$ cat config.mk
export PLATFORM = sky130hd
export DESIGN_NAME = systolic_row_feeder
export DESIGN_NICKNAME = d
export VERILOG_FILES = /design/src/rtl/systolic_row_feeder.sv
export SDC_FILE = /design/constraint.sdc
export NUM_CORES = 1
export LEC_CHECK = 0
export CAP_MARGIN = 20
export CORE_MARGIN = 2
export CORE_UTILIZATION = 35
export DETAILED_ROUTE_END_ITERATION = 12
export PLACE_DENSITY = 0.56
export SLEW_MARGIN = 20
export SYNTH_ARGS = -nofsm -noshare
export SYNTH_HDL_FRONTEND = slang
export SYNTH_SLANG_ARGS = --single-unit
$ cat constraint.sdc
create_clock -name clk -period 2.6 [get_ports clk]
set_clock_uncertainty 0.05 [all_clocks]
set_input_delay 0.78 -clock clk [delete_from_list [all_inputs] [get_ports clk]]
set_output_delay 0.78 -clock clk [all_outputs]
set_load 0.01 [all_outputs]
$ cat src/rtl/systolic_row_feeder.sv
// systolic_row_feeder
// Collects K_DEPTH operand vectors into a local tile buffer, then streams the
// tile into the left edge of a systolic array with a one-cycle-per-row skew.
// Fill and stream/drain are not overlapped: the input is stalled while a tile
// is being streamed out.
//
// Ports
//   clk          : clock, rising edge
//   rst_n        : asynchronous active-low reset
//   i_vec_valid  : input vector valid
//   i_vec_data   : input vector, lane i at [i*IN_DATA_WIDTH +: IN_DATA_WIDTH]
//   o_vec_ready  : input vector accepted when high together with i_vec_valid
//   o_data_left  : skewed left-edge operand per row (same lane packing)
//   o_spe_en     : per-row PE enable
//   o_mult_clear : per-row accumulator restart, aligned with entry 0
//   o_tile_done  : one-cycle pulse once the last operand has left every lane
module systolic_row_feeder #(
  parameter int unsigned IN_DATA_WIDTH = 4,
  parameter int unsigned N_LANES       = 4,
  parameter int unsigned K_DEPTH       = 8
) (
  input  logic                             clk,
  input  logic                             rst_n,
  input  logic                             i_vec_valid,
  input  logic [N_LANES*IN_DATA_WIDTH-1:0] i_vec_data,
  output logic                             o_vec_ready,
  output logic [N_LANES*IN_DATA_WIDTH-1:0] o_data_left,
  output logic [N_LANES-1:0]               o_spe_en,
  output logic [N_LANES-1:0]               o_mult_clear,
  output logic                             o_tile_done
);

  localparam int unsigned VW = N_LANES * IN_DATA_WIDTH;
  localparam int unsigned CW = $clog2(K_DEPTH) + 1;
  localparam int unsigned AW = $clog2(K_DEPTH);
  localparam int unsigned DW = $clog2(N_LANES) + 1;
  localparam logic [CW-1:0] LastEntry = CW'(K_DEPTH - 1);
  localparam logic [DW-1:0] LastDrain = DW'(N_LANES - 1);

  typedef enum logic [1:0] {StFill, StStream, StDrain} state_e;

  state_e          r_state, w_state_d;
  logic [CW-1:0]   r_wr_cnt, w_wr_cnt_d;
  logic [CW-1:0]   r_rd_cnt, w_rd_cnt_d;
  logic [DW-1:0]   r_drain_cnt, w_drain_cnt_d;
  logic            r_done, w_done_d;
  logic [VW-1:0]   r_buf [K_DEPTH];
  logic            w_wr_en;
  logic            w_stream;
  logic            w_first;
  logic [VW-1:0]   w_rd_vec;
  logic [N_LANES-1:0] r_en_pipe;
  logic [N_LANES-1:0] r_clr_pipe;

  assign w_wr_en  = (r_state == StFill) && i_vec_valid;
  assign w_stream = (r_state == StStream);
  assign w_first  = w_stream && (r_rd_cnt == '0);
  // Zero the vector when not streaming so idle lanes carry 0 down the skew.
  assign w_rd_vec = w_stream ? r_buf[r_rd_cnt[AW-1:0]] : '0;

  assign o_vec_ready  = (r_state == StFill);
  assign o_spe_en     = r_en_pipe;
  assign o_mult_clear = r_clr_pipe;
  assign o_tile_done  = r_done;

  // Tile buffer: contents are not reset; the FSM never streams a stale tile.
  always_ff @(posedge clk) begin
    if (w_wr_en) begin
      r_buf[r_wr_cnt[AW-1:0]] <= i_vec_data;
    end
  end

  always_comb begin
    w_state_d     = r_state;
    w_wr_cnt_d    = r_wr_cnt;
    w_rd_cnt_d    = r_rd_cnt;
    w_drain_cnt_d = r_drain_cnt;
    w_done_d      = 1'b0;
    unique case (r_state)
      StFill: begin
        if (i_vec_valid) begin
          if (r_wr_cnt == LastEntry) begin
            w_wr_cnt_d = '0;
            w_rd_cnt_d = '0;
            w_state_d  = StStream;
          end else begin
            w_wr_cnt_d = r_wr_cnt + 1'b1;
          end
        end
      end
      StStream: begin
        if (r_rd_cnt == LastEntry) begin
          w_rd_cnt_d    = '0;
          w_drain_cnt_d = '0;
          w_state_d     = StDrain;
        end else begin
          w_rd_cnt_d = r_rd_cnt + 1'b1;
        end
      end
      StDrain: begin
        // Wait for the last entry to ripple through the deepest lane.
        if (r_drain_cnt == LastDrain) begin
          w_drain_cnt_d = '0;
          w_done_d      = 1'b1;
          w_state_d     = StFill;
        end else begin
          w_drain_cnt_d = r_drain_cnt + 1'b1;
        end
      end
      default: begin
        w_state_d = StFill;
      end
    endcase
  end

  always_ff @(posedge clk or negedge rst_n) begin
    if (!rst_n) begin
      r_state     <= StFill;
      r_wr_cnt    <= '0;
      r_rd_cnt    <= '0;
      r_drain_cnt <= '0;
      r_done      <= 1'b0;
    end else begin
      r_state     <= w_state_d;
      r_wr_cnt    <= w_wr_cnt_d;
      r_rd_cnt    <= w_rd_cnt_d;
      r_drain_cnt <= w_drain_cnt_d;
      r_done      <= w_done_d;
    end
  end

  // Stage j of the enable/clear chains is the stream strobe delayed j+1 cycles,
  // which is exactly the enable for row j.
  always_ff @(posedge clk or negedge rst_n) begin
    if (!rst_n) begin
      r_en_pipe  <= '0;
      r_clr_pipe <= '0;
    end else begin
      r_en_pipe[0]  <= w_stream;
      r_clr_pipe[0] <= w_first;
      for (int j = 1; j < N_LANES; j++) begin
        r_en_pipe[j]  <= r_en_pipe[j-1];
        r_clr_pipe[j] <= r_clr_pipe[j-1];
      end
    end
  end

  // Per-lane data skew: lane i has i+1 register stages.
  for (genvar gi = 0; gi < N_LANES; gi++) begin : g_lane
    logic [IN_DATA_WIDTH-1:0] r_stage [gi+1];

    always_ff @(posedge clk or negedge rst_n) begin
      if (!rst_n) begin
        for (int j = 0; j <= gi; j++) begin
          r_stage[j] <= '0;
        end
      end else begin
        r_stage[0] <= w_rd_vec[gi*IN_DATA_WIDTH +: IN_DATA_WIDTH];
        for (int j = 1; j <= gi; j++) begin
          r_stage[j] <= r_stage[j-1];
        end
      end
    end

    assign o_data_left[gi*IN_DATA_WIDTH +: IN_DATA_WIDTH] = r_stage[gi];
  end

endmodule

; Word-level counts from Yosys, hierarchy flattened
; Memories as Yosys holds them, arrays and structs flattened.
; Cells that the tools add are included.
[classes]
n_eq_ne = 9
n_mux = 18
reduce_logical = 10
n_addsub = 3
[op_table]
columns = cell, n
row1 = two-way mux 16 bit, 1
row2 = two-way mux 4 bit, 4
row3 = adder 4 x 1 -> 4 bit (second input constant), 2
row4 = == test 4 x 3 -> 1 bit (second input constant), 2
row5 = two-way mux 2 bit, 4
row6 = case mux 4 bit (2 select lines), 1
row7 = two-way mux 3 bit, 2
row8 = case mux 2 bit (3 select lines), 1
row9 = case mux 3 bit (2 select lines), 1
row10 = logical NOT 4 bit, 1
row11 = two-way mux 1 bit, 4
row12 = inequality test 2 x 1 -> 1 bit (second input constant), 2
row13 = inequality test 2 bit (second input constant), 2
row14 = AND reduction 2 bit, 2
row15 = AND reduction 4 bit, 1
row16 = nonzero test 2 bit, 2
row17 = adder 3 x 1 -> 3 bit (second input constant), 1
row18 = == test 3 x 2 -> 1 bit (second input constant), 1
row19 = AND reduction 3 bit, 1
row20 = == test 2 x 1 -> 1 bit (second input constant), 1
row21 = == test 2 bit (second input constant), 1
row22 = logical AND 1 bit, 2
row23 = logical NOT 2 bit, 1
[word_totals]
elab_cells = 58
ramBits = 128
mem_count = 1
register_bits = 62
inputBits = 19
output_inout_bits = 26
[mem_list]
columns = name, depth, word_bits, read_ports, rd_ports_with_merged_regs, write_ports, line_no
row1 = r_buf, 8, 16, 1, 0, 1, 47  ; logic [VW-1:0] r_buf [K_DEPTH];

; Logic depth before layout (Yosys ltp)
; Gate-level depths: netlist of run 1.
[logic_depth]
ltp_word = 4
ltp_mapped = 6
ltp_nobuf = 4

; Least setup slack after synthesis of run 1
; Ideal clock, no wire load.
[synth_path]
path_type = input-to-reg
startpoint = in i_vec_valid
endpoint = mem r_buf[1][0] (netlist bit), enable pin
arrival_time_ns = 2.438
setup_slack_ns = -0.297
required_time_ns = 2.141
setup_ns = 0.409
path_buffers = 1
cell_stages = 3
path_cell_list = or3b_1 buf_6 nor3_1
[synth_via]
elab_chain_len = 3
[synth_rtl]
columns = item, line_no
row1 = from (decl), 24  ; input logic i_vec_valid,
row2 = logical AND 1 bit, 55  ; assign w_wr_en = (r_state == StFill) && i_vec_valid;
row3 = two-way mux 1 bit, 68  ; if (w_wr_en) begin
row4 = two-way mux 1 bit (implied by the code), 69  ; r_buf[r_wr_cnt[AW-1:0]] <= i_vec_data;
row5 = to (decl), 47
; No other way between the ends.

; Final worst setup path of run 1
[layout_path]
startpoint = reg r_state[0]
endpoint = out o_vec_ready
[layout_via]
elab_chain_len = 1
[layout_rtl]
columns = item, line_no
row1 = from (decl), 42  ; state_e r_state, w_state_d;
row2 = from (signal assigned), 118  ; r_state <= StFill;
row3 = from (signal assigned), 124  ; r_state <= w_state_d;
row4 = logical NOT 2 bit, 61  ; assign o_vec_ready = (r_state == StFill);
row5 = to (decl), 26  ; output logic o_vec_ready,
; No other way between the ends.

==> results of run 1 <==
## synthesized netlist by cell type (all sizes together)
master   instances
nor3b            1
o21ai            9
nor4b            1
o211ai           3
nand2           13
nand2b           7
clkbuf           5
nor2b            1
a211oi           1
mux2            65
nand4b           1
inv              3
nor4             1
nor2             7
or3              1
ha               4
nand4bb          1
and3             1
nand3b           3
mux2i            1
buf             28
a21oi            1
o22ai           32
xnor2            1
or2              3
nor3            20
dfrtp           62
edfxtp         128
or3b             1
## power groups by stage
stage,logic [mW],registers (mW),clock network (mW)
2_1_floorplan,1.58,4.05,0
3_3_place_gp,2.26,4.12,0
3_5_place_dp,2.29,4.14,0
4_1_cts,2.29,4.08,2.76
5_1_grt,2.45,4.13,2.87
6_report,2.25,4.07,2.70
## flip-flops by register name, indices dropped and copies added, names as in the netlist
name,cells
g_lane.r_stage,28
o_data_left,12
o_mult_clear,4
o_spe_en,4
o_tile_done,1
r_buf,128
r_drain_cnt,3
r_rd_cnt,4
r_state,2
r_wr_cnt,4
## worst max-delay path, cell delays in order, from the launching register on
cell and delay, ns:
dfrtp_1 0.51, nor2_1 0.14, clkdlybuf4s50_1 0.54
## layer usage
metal | vias up | GRT usage, %
li1 | 1638 | -
met1 | 1796 | 17.0
met2 | 62 | 21.7
met3 | 15 | 2.94
met4 | 0 | 4.95
met5 | - | 0
## placed cells by master (no fill, tap or decap), types with 2 or more instances in the layout
cell type,netlist,routed
buf_4,19,26
or2_2,2,2
o22ai_1,32,32
ha_1,4,4
o21ai_1,2,2
inv_6,0,2
nor3_1,20,16
mux2_2,65,65
bufinv_16,0,4
nor2_1,7,7
nor3_2,0,4
nand2b_1,6,6
o211ai_1,2,2
clkinv_2,0,3
edfxtp_1,128,128
inv_1,3,3
clkdlybuf4s50_1,0,43
clkbuf_1,2,4
clkbuf_16,0,17
dfrtp_1,62,61
buf_12,0,2
o21ai_0,7,7
nand3b_1,3,3
nand2_1,13,13
## worst max-delay path by stage
stage | startpoint | end | slack (ns) | cells past startpoint
finish | r_state[0] | o_vec_ready | 0.16 | 2
global route | r_state[0] | o_vec_ready | 0.08 | 2
CTS | r_state[0] | o_vec_ready | 0.14 | 2
detailed placement | i_vec_valid | r_buf[4][10] | -0.06 | 4
global placement | i_vec_valid | r_buf[5][7] | -0.02 | 4
floorplan | i_vec_valid | r_buf[1][0] | -0.30 | 3
## cell families after synthesis
group	count (synthesis)	synth area share, %
AOI/OAI and AO/OA	46	4.03
xor gates and xnor gates	1	0.124
adders and majority gates	4	0.707
buffers and inverters	36	3.57
DFF	190	76.2
muxes	66	10.5
and+or+nand+nor	62	4.86
## layout make-up
type / count / area, µm² / area share, %
flip-flops and latches: 190 / 5400 / 63.6
clock buffers: 22 / 454 / 5.35
repair buffers: 71 / 666 / 7.84
inverters: 3 / 11.3 / 0.133
clock inverters: 10 / 161 / 1.90
multi-input cells: 179 / 1460 / 17.2
well taps: 270 / 338 / 3.98
## through the flow
stage / total power, mW / setup TNS [ns] / util [%] / instance area (µm²)
floorplan: 5.63 / -14.90 / - / 7080
global placement: 6.38 / -0.615 / 39.3 / 7870
detailed placement: 6.42 / -1.78 / 39.3 / 7870
CTS: 9.12 / 0 / 42.3 / 8490
global route: 9.46 / 0 / 42.3 / 8490
finish: 9.02 / 0 / 42.3 / 8490
==> qor.csv, run 1 <==
metric,value,unit
grtUsageTotal,13.1,%
hold_slack,0.258,ns
post-place-cells,713,
synth_top_cell_area_share,54.3,%
rsz0062_at_grt,no,
io_buffers,44,
ys_seq_area_share,76.2,%
syn_avg_cell_area,17.5,µm²
areaGrowthSynthToFinish,19.9,%
grt.overflow.total,0,
p_switching,2.50,mW
nFillCells,1835,
antenna_cells,0,
finalHoldViolations,0,
viasPerCell,4.71,
fmax,410,MHz
rows,52,
fin_crit_sh,93.9,%
cap_violations,0,
dr.pass1.iters,4,
htree_levels,4,
die_w,146,µm
dr_wl_met3,448,µm
antenna_found_initial,0,
worstMarginPinSlew,0.462,ns
wl_met2,6.48,mm
nets,485,
intPower,6.52,mW
clock_sinks,190,
worstPathArrival,1.61,ns
worstReg2RegEnd,r_buf[1][9],
yosysTopAreaCell,edfxtp_1,
hpwl,8.73,mm
grt_pass1_vias,3723,
wl_per_cell,17.7,µm
yosys_warnings,0,
netlist_top_cells_area,"edfxtp_1 (54%), dfrtp_1 (22%), mux2_2 (10%)",
r2r_slack,0.70,ns
slew_violations,0,
drive_gt1_share,27.6,%
die_y,146,µm
p_per_area,1060,nW/µm²
hold_path_class,input port to asynchronous set/reset pin,
p_seq_share,45.1,%
critPathMaxFanout,9,
finalWorstPathRequiredPeriod,2.44,ns
core,20000,µm²
cts_buffers,17,
swShare,27.7,%
outcome,finished clean,
worst_slack,0.159,ns
clockPowerShare,30.0,%
syn-instance-count,405,
p_leak,3.07,nW
totalWireLength,13.2,mm
ys_seq_elements,190,
ant_nets,0,
cts_tree,yes,
p_comb_share,24.9,%
clk_latency,0.42,ns
pre_cts_ws,-0.0577,ns
grt_max_degree,67,
hold_buffers,0,
dieArea,21400,µm²
cts_setup_buffers,0,
start_util,35.3,%
final_cell_count_no_fill,745,
yosys.cell_types.count,36,
drt_iter0_markers,274,
wl_met1,6.08,mm
cts_root_buffer,clkbuf_16,
place_congestion,0.732,
routed.top_layer,met4,
synth_area,7080,µm²
ir_drop,0.000424,V
critPathKind,register to output pin,
io_pins,45,
grt_pass1_wl,21.3,mm
vias,3511,
setup_viol,0,
rr_worst_depth,3,
drc,0,
setup.worst_path.start_class,register,
relSlewSlack,69.2,%
endpoint_kind,output pin,
cp.required,1.77,ns
clock_path_buffers,2,
clk_pin_slew,0.06,ns
synth_fp_nets,428,
post_cts_resized,0,
r2r_start,r_state[0],
No activity file was read; power rests on OpenSTA's default activity.
==> run 2: changes to the inputs <==
- CORE_MARGIN: 2 -> unset
- SETUP_SLACK_MARGIN: unset -> 0.5
==> run 2 against run 1 <==
  * Worst setup slack better by 0.33 ns
  * Clock power down 9.6%
  * Cell count down 1.2%
  * Largest cell class unchanged
  * Largest power group unchanged
  * Highest routed layer unchanged
==> qor.csv, run 2 (synthesized netlist as in run 1, its figures left out) <==
metric,value,unit,change
worstMarginPinSlew,0.712,ns,was 0.462 ns
cp.depth,4,,was 2
cts_setup_buffers,0,,unchanged
nets,481,,was 485
hpwl,8.59,mm,was 8.73 mm
p_leak,3.13,nW,was 3.07 nW
ir_drop,0.000532,V,was 0.000424 V
grt_pass1_vias,3662,,was 3723
vias,3545,,was 3511
areaGrowthSynthToFinish,18.6,%,was 19.9%
htree_levels,4,,unchanged
dieArea,20800,µm²,was 21400 µm²
drive_gt1_share,28.2,%,was 27.6%
final_cell_area,8390,µm²,was 8490 µm²
core,19700,µm²,was 20000 µm²
rows,51,,was 52
startpoint,i_vec_valid,,was r_state[0]
rsz0062_at_grt,yes,,was no
setup.worst_path.start_class,input port,,was register
wl_per_cell,17.8,µm,was 17.7 µm
relSlewSlack,52.4,%,was 69.2%
clk_latency,0.42,ns,about the same
fmax,474,MHz,was 410 MHz
antenna_found_initial,0,,unchanged
r2r_slack,0.77,ns,was 0.70 ns
crit_chain,clkdlybuf4s50_1 -> or3b_4 -> nor3_2 -> buf_4,,was nor2_1 -> clkdlybuf4s50_1
die_y,144,µm,was 146 µm
dr.pass1.iters,4,,unchanged
critPathKind,input port to register,,was register to output pin
outcome,finished clean,,unchanged
fin_tns_setup,0,ns,unchanged
place_congestion,0.730,,was 0.732
grtUsageTotal,13.7,%,was 13.1%
dpl-instance-area,7850,µm²,was 7870 µm²
cts_root_buffer,clkbuf_16,,unchanged
slowest_stage,clkdlybuf4s50_1,,unchanged
antenna_cells,0,,unchanged
critPathMaxFanout,8,,was 9
clk_pin_slew,0.07,ns,was 0.06 ns
clock_path_buffers,2,,unchanged
die_w,144,µm,was 146 µm
grt_pass1_wl,20.6,mm,was 21.3 mm
mostFrequentLayoutCells,"edfxtp_1 (128), mux2_2 (65), dfrtp_1 (61)",,unchanged
ant_nets,0,,unchanged
cap_violations,0,,unchanged
drc,0,,unchanged
worst_slack,0.492,ns,was 0.159 ns
critPathTopFamily,buffers and inverters,,unchanged
endpoint_kind,register,,was output pin
p_per_area,1030,nW/µm²,was 1060 nW/µm²
totalWireLength,13.1,mm,was 13.2 mm
cp_slowest_stage_delay,0.49,ns,was 0.54 ns
finalWorstPathRequiredPeriod,2.11,ns,was 2.44 ns
drt_iter0_markers,139,,was 274
cts_buffers,17,,unchanged
crit_buf_inv,2,,was 1
finalHoldViolations,0,,unchanged
grt.overflow.total,0,,unchanged
start_util,36.0,%,was 35.3%
io_pins,45,,unchanged
r2r_start,r_state[0],,unchanged
pre_cts_ws,-0.00532,ns,was -0.0577 ns
largest_register_ffs,128,,unchanged
cp.required,2.67,ns,was 1.77 ns
rr_worst_depth,4,,was 3
io_buffers,44,,unchanged
worstPathArrival,2.18,ns,was 1.61 ns
worstReg2RegEnd,r_buf[4][7],,was r_buf[1][9]
layout_commonest_cell,edfxtp_1,,unchanged
cts_tree,yes,,unchanged
slew_violations,0,,unchanged
hold_path_class,input port to asynchronous set/reset pin,,unchanged
fin_crit_sh,81.1,%,was 93.9%
clock_sinks,190,,unchanged
viasPerCell,4.82,,was 4.71
setup_viol,0,,unchanged
grt_max_degree,45,,was 67
[run 2: cell count changes in the layout (fill, tap and decap cells not counted), moves of 2 or more]
cell	delta
buf_4	-7
bufinv_16	-4
clkbuf_1	-3
clkdlybuf4s50_1	-26
clkinv_2	-3
clkinv_4	+4
dlygate4sd2_1	+26
inv_4	+2
inv_8	+2
nor2_1	-2
nor2_2	+2
[run 2: per-stage QoR]
stage                     std cells  util (%)  hold WS [ns]  total power, mW
final                           736      42.7         0.259             8.65
after global routing            736      42.7         0.285             9.08
after CTS                       736      42.6         0.262             8.75
after detailed placement        704      39.9         0.285             6.39
after global placement          704      39.9         0.286             6.34
after floorplan                 405         -         0.281             5.66
[run 2: power by group]
part	switching [mW]	internal (mW)	total, mW
Combinational	1.18	0.966	2.15
Sequential	0.250	3.81	4.06
Clock	1.12	1.32	2.44
[run 2: layer usage]
metal / vias up / routed length (µm) / global-route usage [%] / share of wire, %
li1: 1632 / - / - / -
met1: 1843 / 6010 / 17.6 / 46
met2: 55 / 6570 / 22.9 / 50
met3: 15 / 321 / 3.18 / 2.5
met4: 0 / 172 / 4.65 / 1.3
met5: - / 0 / 0 / 0
[run 2: area by class of cell]
type	count	area [µm²]
fillers	1793	11300
inverters	3	11.3
repair buffers	67	617
clock buffers	20	462
flip-flops and latches	190	5400
clock inverters	12	104
well taps	265	332
multi-input cells	179	1470
[run 2: how the worst max path moves through the flow]
stage                         endpoint  slack [ns]
after detailed placement  r_buf[4][10]      -0.005
after global placement    r_buf[4][10]       0.005
after floorplan            r_buf[5][0]        0.18
after global routing       r_buf[4][6]        0.47
after CTS                  r_buf[4][6]        0.52
final                      r_buf[4][7]        0.49
[run 2: what timing repair did]
action                     CTS  global route
gates resized for setup     27             3
hold buffers                 0             0
setup endpoints to repair   90            59
gates cloned                 0             0
